===== src/rtl/rr_mux_arbiter_8.sv =====
// rr_mux_arbiter_8
// Round-robin arbiter that owns the 3-bit select of a shared 8:1 mux.
// It grants the path to one requester at a time, rotates fairly and limits
// how long one owner keeps the path while others are waiting.
//
// Parameters:
//   MAX_HOLD  consecutive cycles an owner may keep the grant while another
//             requester waits (legal range 1..15)
// Ports:
//   clk       rising-edge clock
//   reset     synchronous active-high reset
//   req       request vector, req[i] = requester i wants the path
//   grant     registered one-hot grant, zero when idle
//   sel       mux select: index of the current or most recent owner
//   busy      high while a grant is active
//   hold_cnt  cycles the current owner has held the grant, minus 1
module rr_mux_arbiter_8 #(
  parameter int unsigned MAX_HOLD = 4
) (
  input  logic       clk,
  input  logic       reset,
  input  logic [7:0] req,
  output logic [7:0] grant,
  output logic [2:0] sel,
  output logic       busy,
  output logic [3:0] hold_cnt
);

  localparam int unsigned NUM_REQ = 8;
  localparam int unsigned IDX_W   = 3;
  localparam int unsigned CNT_W   = 4;
  localparam logic [CNT_W-1:0] HOLD_LAST = CNT_W'(MAX_HOLD - 1);

  typedef enum logic {
    ST_IDLE  = 1'b0,
    ST_GRANT = 1'b1
  } state_t;

  state_t                 state_q, state_d;
  logic [NUM_REQ-1:0]     grant_q, grant_d;
  logic [IDX_W-1:0]       sel_q,   sel_d;
  logic                   busy_q,  busy_d;
  logic [CNT_W-1:0]       hold_q,  hold_d;
  logic [IDX_W-1:0]       ptr_q,   ptr_d;

  // Candidates exclude the current owner; grant_q is zero when idle.
  logic [NUM_REQ-1:0]     cand;
  logic                   cand_found;
  logic [IDX_W-1:0]       cand_idx;
  logic                   owner_req;

  // First set candidate bit scanning ptr, ptr+1, ... with 3-bit wrap.
  // While granting, ptr equals owner+1, so this scan also serves handover.
  always_comb begin
    logic [IDX_W-1:0] idx;
    cand       = req & ~grant_q;
    cand_found = 1'b0;
    cand_idx   = '0;
    for (int unsigned k = 0; k < NUM_REQ; k++) begin
      idx = ptr_q + IDX_W'(k);
      if (!cand_found && cand[idx]) begin
        cand_found = 1'b1;
        cand_idx   = idx;
      end
    end
  end

  assign owner_req = req[sel_q];

  // Next-state and next-output logic.
  always_comb begin
    state_d = state_q;
    grant_d = grant_q;
    sel_d   = sel_q;
    busy_d  = busy_q;
    hold_d  = hold_q;
    ptr_d   = ptr_q;

    unique case (state_q)
      ST_IDLE: begin
        if (cand_found) begin
          state_d = ST_GRANT;
          grant_d = NUM_REQ'(1) << cand_idx;
          sel_d   = cand_idx;
          busy_d  = 1'b1;
          hold_d  = '0;
          ptr_d   = cand_idx + IDX_W'(1);
        end
      end

      ST_GRANT: begin
        if (!owner_req || (hold_q == HOLD_LAST && cand_found)) begin
          // Release or hold-limit preemption; release wins when both apply,
          // and both pick the same successor.
          if (cand_found) begin
            grant_d = NUM_REQ'(1) << cand_idx;
            sel_d   = cand_idx;
            hold_d  = '0;
            ptr_d   = cand_idx + IDX_W'(1);
          end else begin
            state_d = ST_IDLE;
            grant_d = '0;
            busy_d  = 1'b0;
            hold_d  = '0;
          end
        end else if (hold_q != HOLD_LAST) begin
          hold_d = hold_q + CNT_W'(1);
        end
      end

      default: begin
        state_d = ST_IDLE;
        grant_d = '0;
        busy_d  = 1'b0;
        hold_d  = '0;
      end
    endcase
  end

  // State and output registers.
  always_ff @(posedge clk) begin
    if (reset) begin
      state_q <= ST_IDLE;
      grant_q <= '0;
      sel_q   <= '0;
      busy_q  <= 1'b0;
      hold_q  <= '0;
      ptr_q   <= '0;
    end else begin
      state_q <= state_d;
      grant_q <= grant_d;
      sel_q   <= sel_d;
      busy_q  <= busy_d;
      hold_q  <= hold_d;
      ptr_q   <= ptr_d;
    end
  end

  assign grant    = grant_q;
  assign sel      = sel_q;
  assign busy     = busy_q;
  assign hold_cnt = hold_q;

endmodule


===== config.mk =====
export PLATFORM = sky130hd
export DESIGN_NAME = rr_mux_arbiter_8
export DESIGN_NICKNAME = d
export VERILOG_FILES = /design/src/rtl/rr_mux_arbiter_8.sv
export SDC_FILE = /design/constraint.sdc
export NUM_CORES = 1
export LEC_CHECK = 0
export CORE_UTILIZATION = 53
export CTS_BUF_LIST = sky130_fd_sc_hd__clkbuf_16
export CTS_CLUSTER_SIZE = 25
export DETAILED_ROUTE_END_ITERATION = 10
export GPL_TIMING_DRIVEN = 0
export PLACE_DENSITY_LB_ADDON = 0.25
export SLEW_MARGIN = 20
export SYNTH_ARGS = -nofsm -noshare
export SYNTH_HDL_FRONTEND = slang
export SYNTH_SLANG_ARGS = --single-unit
export TNS_END_PERCENT = 50

===== constraint.sdc =====
create_clock -name clk -period 4.96 [get_ports clk]
set_input_delay 0.992 -clock clk [delete_from_list [all_inputs] [get_ports clk]]
set_output_delay 0.992 -clock clk [all_outputs]
set_load 0.02 [all_outputs]

==> results.json, run 1 <==
{
  "io_buffers": 25,
  "cts_resized": 0,
  "synthTopCellsByCount": "dfxtp_1 (20), nand2_1 (19), nor2_1 (18)",
  "grt_pass1_wl_um": 9335,
  "hp-start": "grant[5]",
  "ys.flop_type": "dfxtp_1",
  "drv_cap": 0,
  "vias": 2040,
  "dieArea_um2": 4027,
  "grt_max_degree": 13,
  "seqCellArea_um2": 400.4,
  "fmaxAchievable_mhz": 222.2,
  "synth.avg_cell_area_um2": 8.742,
  "status": "complete, no violations",
  "wire_per_inst_um": 18.20,
  "hold_buffers": 0,
  "leakage_nw": 0.9409,
  "antenna_left": 0,
  "cts_setup_buffers": 0,
  "crit_start": "req[4]",
  "drc": 0,
  "ys_seq_area_frac": 0.2000,
  "syn-num-nets": 249,
  "fin_setup_tns_ps": 0,
  "drt_wl_total_um": 5534,
  "fp.coreArea_um2": 3468,
  "die_w_um": 63.46,
  "nets": 279,
  "std_cell_rows": 21,
  "synth_seq_cells": 20,
  "gr-total-overflow": 0,
  "antenna_found_initial": 0,
  "syn_to_final_growth_pct": 20.63,
  "post-route-min-period_ps": 4500,
  "multi_input_area_um2": 1509,
  "cellPowerDensity_nw_per_um2": 747.0,
  "synth_area_leaders": "dfxtp_1 (20%), mux4_2 (7.9%), ha_1 (6.3%)",
  "numClockSinks": 20,
  "crit_fanout": 5,
  "grt_pass1_vias": 1956,
  "clk_pin_slew_worst_paths_ps": 60,
  "gp_congestion": 0.9529,
  "hold_ws_ps": 514.1,
  "synth_cell_type_count": 60,
  "worstSetupPathType": "in -> reg",
  "cts_max_path_buffers": 2,
  "start_util": 0.5772,
  "cp-end-kind": "flop",
  "skew_ps": 1.898,
  "syn_inst": 229,
  "setup_violations": 0,
  "grt_usage": 0.2926,
  "rsz0062_at_grt": "no",
  "cts_made_buffers": 3,
  "regToRegStartpoint": "ptr_q[0]",
  "period_share": 0.9073,
  "cts_tree": "built",
  "cts_root_buffer": "clkbuf_16",
  "utilization": 0.6962,
  "syn_area_um2": 2002,
  "worst_slew_pin_slew_ps": 1018,
  "synth.most_common_cell": "dfxtp_1",
  "drive_gt1_frac": 0.1163,
  "async_flop_share": 0,
  "slew_headroom": 0.3158,
  "synth_top_area_cell": "dfxtp_1",
  "cp.arrival_ps": 4670,
  "drtIter0Drc": 187,
  "ir_drop_mv": 0.4177,
  "via_per_inst": 6.711,
  "required_ps": 5130,
  "hpwl_um": 4210,
  "hold_viol_final": 0,
  "synth_edf_count": 0,
  "ctsHtreeMaxLevel": 1,
  "insertion_delay_ps": 250,
  "ios": 26,
  "crit_path_start_kind": "input port",
  "drt_pass1_iterations": 5,
  "slew_viol_final": 0,
  "diodes": 0,
  "fill_cells": 289,
  "hp-class": "reg -> reg",
  "synth_top_area_frac": 0.2000,
  "dieHeight_um": 63.46,
  "ys_warn_count": 0
}
## cell type report
cell class | count | share of cell area
Sequential cell | 20 | 0.1658
Clock inverter | 1 | 0.01244
Tap cell | 46 | 0.02383
Timing Repair Buffer | 25 | 0.1036
Multi-Input combinational cell | 188 | 0.6249
Clock buffer | 3 | 0.03109
Inverter | 12 | 0.01865
Buffer | 9 | 0.01969
## state kept, by name, summed over array words and instances, names as in the netlist
| name | cells |
|---|---|
| state_q | 1 |
| grant | 8 |
| ptr_q | 3 |
| hold_cnt | 4 |
| sel | 3 |
| busy | 1 |
## per-layer routing
layer | wire, µm | GRT usage | vias up
met3 | 330 | 0.03804 | 21
li1 | - | - | 948
met2 | 2724 | 0.5120 | 90
met1 | 2340 | 0.3673 | 981
met5 | 0 | 0 | -
met4 | 140 | 0.09375 | 0
## cells by family after synthesis
family                     after synthesis  synth area share
adders and majority gates               10           0.06250
AOI/OAI and AO/OA                       68            0.2500
DFF                                     20            0.2000
muxes                                   23            0.1850
xor gates and xnor gates                 3           0.01688
buffers and inverters                   21           0.04625
and+or+nand+nor                         84            0.2394
## layout by cell type (no fill, tap or decap), drive strengths merged, types with 4 or more instances in the layout
| cell type | n |
|---|---|
| dfxtp | 20 |
| nor2 | 18 |
| ha | 10 |
| nor2b | 8 |
| clkbuf | 8 |
| nand2 | 19 |
| a21oi | 13 |
| or2 | 4 |
| nand2b | 4 |
| mux2i | 10 |
| o21ai | 12 |
| a221oi | 4 |
| nor3 | 4 |
| a211oi | 7 |
| buf | 4 |
| o211ai | 4 |
| clkdlybuf4s50 | 25 |
| nand3b | 4 |
| inv | 12 |
| mux4 | 10 |
## per-stage QoR
| stage | power, W | setup WS (ps) | std cells | cell area [µm²] |
|---|---|---|---|---|
| after global routing | 0.001921 | 227.0 | 304 | 2415 |
| after global placement | 0.001519 | 327.3 | 300 | 2310 |
| after detailed placement | 0.001541 | 288.0 | 300 | 2310 |
| final | 0.001804 | 459.8 | 304 | 2415 |
| after CTS | 0.001779 | 538.2 | 304 | 2415 |
| after floorplan | 0.001212 | 1174 | 229 | 2002 |
## worst max-delay path, cell delays in order
cell	delay [ps]
clkdlybuf4s50_1	490
or3b_2	510
a21oi_1	360
nor3_1	140
or2_2	360
a21oi_1	190
o21ai_0	110
a222oi_1	610
nor2_1	150
ha_1	270
ha_1	300
a211oi_1	190
## path summary, 6_finish.rpt
path / endpoint / slack [ps] / cells after the start
hold reg to reg: grant[5] / 510 / 1
setup / recovery: ptr_q[2] / 460 / 12
hold / removal: grant[5] / 510 / 1
setup reg to reg: ptr_q[2] / 570 / 15
## report_power, final
group          leakage (nW)  internal, W  switching, W  total (W)
clock                0.0511     0.000160     0.0000602   0.000220
combinational         0.726     0.000557      0.000767    0.00132
sequential            0.164     0.000209     0.0000509   0.000260
total                 0.941     0.000926      0.000878    0.00180
Power figures use the tool's default switching activity.
==> run 2: changes to the inputs <==
==> constraint.sdc (replaced) <==
create_clock -name clk -period 5.7 [get_ports clk]
set_input_delay 1.14 -clock clk [delete_from_list [all_inputs] [get_ports clk]]
set_output_delay 1.14 -clock clk [all_outputs]
set_load 0.02 [all_outputs]
==> results of run 2 <==
Same layout as run 1 (identical final DEF). Status: complete, no violations.
Main changes from that run: setup slack after placement 288.0 ps -> 880.0 ps; setup slack after layout 459.8 ps -> 1052 ps; register-to-register setup slack 570 ps -> 1310 ps; total power 0.001804 W -> 0.001570 W; worst IR drop on VDD 0.4177 mV -> 0.3635 mV
==> run 3: changes to the inputs <==
==> constraint.sdc (replaced) <==
create_clock -name clk -period 4.5 [get_ports clk]
set_input_delay 0.9 -clock clk [delete_from_list [all_inputs] [get_ports clk]]
set_output_delay 0.9 -clock clk [all_outputs]
set_load 0.02 [all_outputs]
==> run 3 against run 2 <==
Core utilization grew 0.25 points. Count of clock-buffer cells in the layout is the same. Sequential cell count is the same. Cell area grew 0.36%. Cell count grew 0.33%. Critical path type unchanged. Largest cell class unchanged.
==> results.json, run 3 (same netlist as run 1, synthesis figures left out) <==
{
  "dieArea_um2": 4027,
  "drt_wl_total_um": 5509,
  "cts_root_buffer": "clkbuf_16",
  "r2r_end": "ptr_q[2]",
  "ios": 26,
  "slowest_delay_ps": 510,
  "place_worst_setup_slack_ps": -79.97,
  "r2r_cells": 14,
  "clk_pin_slew_worst_paths_ps": 60,
  "std_cell_rows": 21,
  "rsz0062_at_grt": "no",
  "hp-start": "grant[5]",
  "drtIter0Drc": 199,
  "cp.arrival_ps": 4410,
  "period_share": 0.9422,
  "cts_max_path_buffers": 2,
  "die_w_um": 63.46,
  "hp-class": "reg -> reg",
  "grt_pass1_vias": 1956,
  "antenna_found_initial": 0,
  "wire_per_inst_um": 18.06,
  "start_util": 0.5772,
  "dieHeight_um": 63.46,
  "io_buffers": 25,
  "fp.coreArea_um2": 3468,
  "fin_setup_tns_ps": 0,
  "post-route-min-period_ps": 4240,
  "min_to": "grant[5]",
  "place_inst": 300,
  "final_common_cell": "clkdlybuf4s50_1",
  "fmaxAchievable_mhz": 235.9,
  "worst_slew_pin_slew_ps": 966.0,
  "r2r_slack_ps": 340,
  "nets": 280,
  "insertion_delay_ps": 250,
  "regToRegStartpoint": "ptr_q[0]",
  "slew_headroom": 0.3510,
  "worstSetupPathType": "in -> reg",
  "hpwl_um": 4210,
  "drc": 0,
  "hold_buffers": 0,
  "grt_usage": 0.2926,
  "required_ps": 4670,
  "cts_made_buffers": 3,
  "skew_ps": 1.369,
  "path_cells": "clkdlybuf4s50_1 -> or3b_2 -> a21oi_1 -> nor3_1 -> or2_2 -> or4_1 -> a41o_1 -> o31a_1 -> inv_1 -> ha_1 -> ha_1 -> a211oi_1",
  "cts_tree": "built",
  "grt_pass1_wl_um": 9335,
  "cellPowerDensity_nw_per_um2": 828.3,
  "ir_drop_mv": 0.4573,
  "drt_pass1_iterations": 5,
  "numClockSinks": 20,
  "cp-end-kind": "flop",
  "setup_violations": 0,
  "ctsHtreeMaxLevel": 1,
  "crit_path_start_kind": "input port",
  "cp_top_family": "simple AND/OR/NAND/NOR gates",
  "stdcell_count": 305,
  "hold_viol_final": 0,
  "via_per_inst": 6.656,
  "gr-total-overflow": 0,
  "gp_congestion": 0.9529,
  "drv_cap": 0,
  "finalWorstSetupSlack_ps": 260.1,
  "crit_buf_inv": 2,
  "antenna_left": 0,
  "cp_slowest_cell": "or3b_2",
  "diodes": 0,
  "final_cell_mix": "clkdlybuf4s50_1 (25), dfxtp_1 (20), nand2_1 (19)",
  "syn_to_final_growth_pct": 21.06,
  "worstHoldPathCells": 1,
  "crit_fanout": 5,
  "leakage_nw": 0.9485,
  "cpMostUsedCell": "ha_1",
  "largest_register_ffs": 8,
  "vias": 2030,
  "drive_gt1_frac": 0.1236,
  "status": "complete, no violations",
  "slew_viol_final": 0,
  "grt_max_degree": 13
}
==> run 3: worst reg2reg max path, delay by kind of cell (launching register included) <==
family	cells	cell delay [ps]
buffers and inverters	5	950
multiplexers	1	580
flip-flops	1	340
adder cells (fa/ha/maj)	3	780
AO/OA/AOI/OAI	3	630
AND/OR/NAND/NOR	2	810
==> run 3: layout make-up <==
type	count	area (µm²)
buffer	9	48.80
inverter	12	45.04
clock buffer	3	75.07
clock inverter	1	30.03
sequential	20	400.4
timing repair buffer	26	257.7
multi-input combinational	188	1509
fill	290	1045
tap	46	57.56
==> run 3: layer usage <==
layer  wire length (µm)  GRT usage  up-vias
li1                   -          -      954
met1               2375     0.3673      969
met2               2694     0.5120       94
met3                321    0.03804       13
met4                117    0.09375        0
met5                  0          0        -
==> run 3: worst max-delay path by stage <==
stage / from / end / depth (start not counted)
2_1_floorplan: req[6] / ptr_q[2] / 11
3_3_place_gp: req[4] / ptr_q[2] / 12
3_5_place_dp: req[4] / ptr_q[2] / 12
4_1_cts: req[4] / ptr_q[2] / 12
5_1_grt: req[4] / ptr_q[2] / 12
6_report: req[4] / ptr_q[2] / 12
==> run 3: what timing repair did <==
action,in CTS,in global routing
resized for setup,0,2
setup buffers,0,1
endpoints found under the setup margin,0,3
==> run 3: metrics by stage <==
stage          hold WS, ps  utilization  area (µm²)  power [W]
2_1_floorplan        502.9            -        2002   0.001336
3_3_place_gp         499.4       0.6659        2310   0.001674
3_5_place_dp         505.9       0.6659        2310   0.001699
4_1_cts              513.6       0.6962        2415   0.001961
5_1_grt              518.4       0.6988        2424   0.002138
6_report             513.6       0.6988        2424   0.002007
==> run 3: report_power, final <==
part	switching [W]	total (W)	internal, W
combinational	0.000847	0.00148	0.000630
clock	0.0000669	0.000243	0.000176
sequential	0.0000561	0.000286	0.000230
total	0.000971	0.00201	0.00104
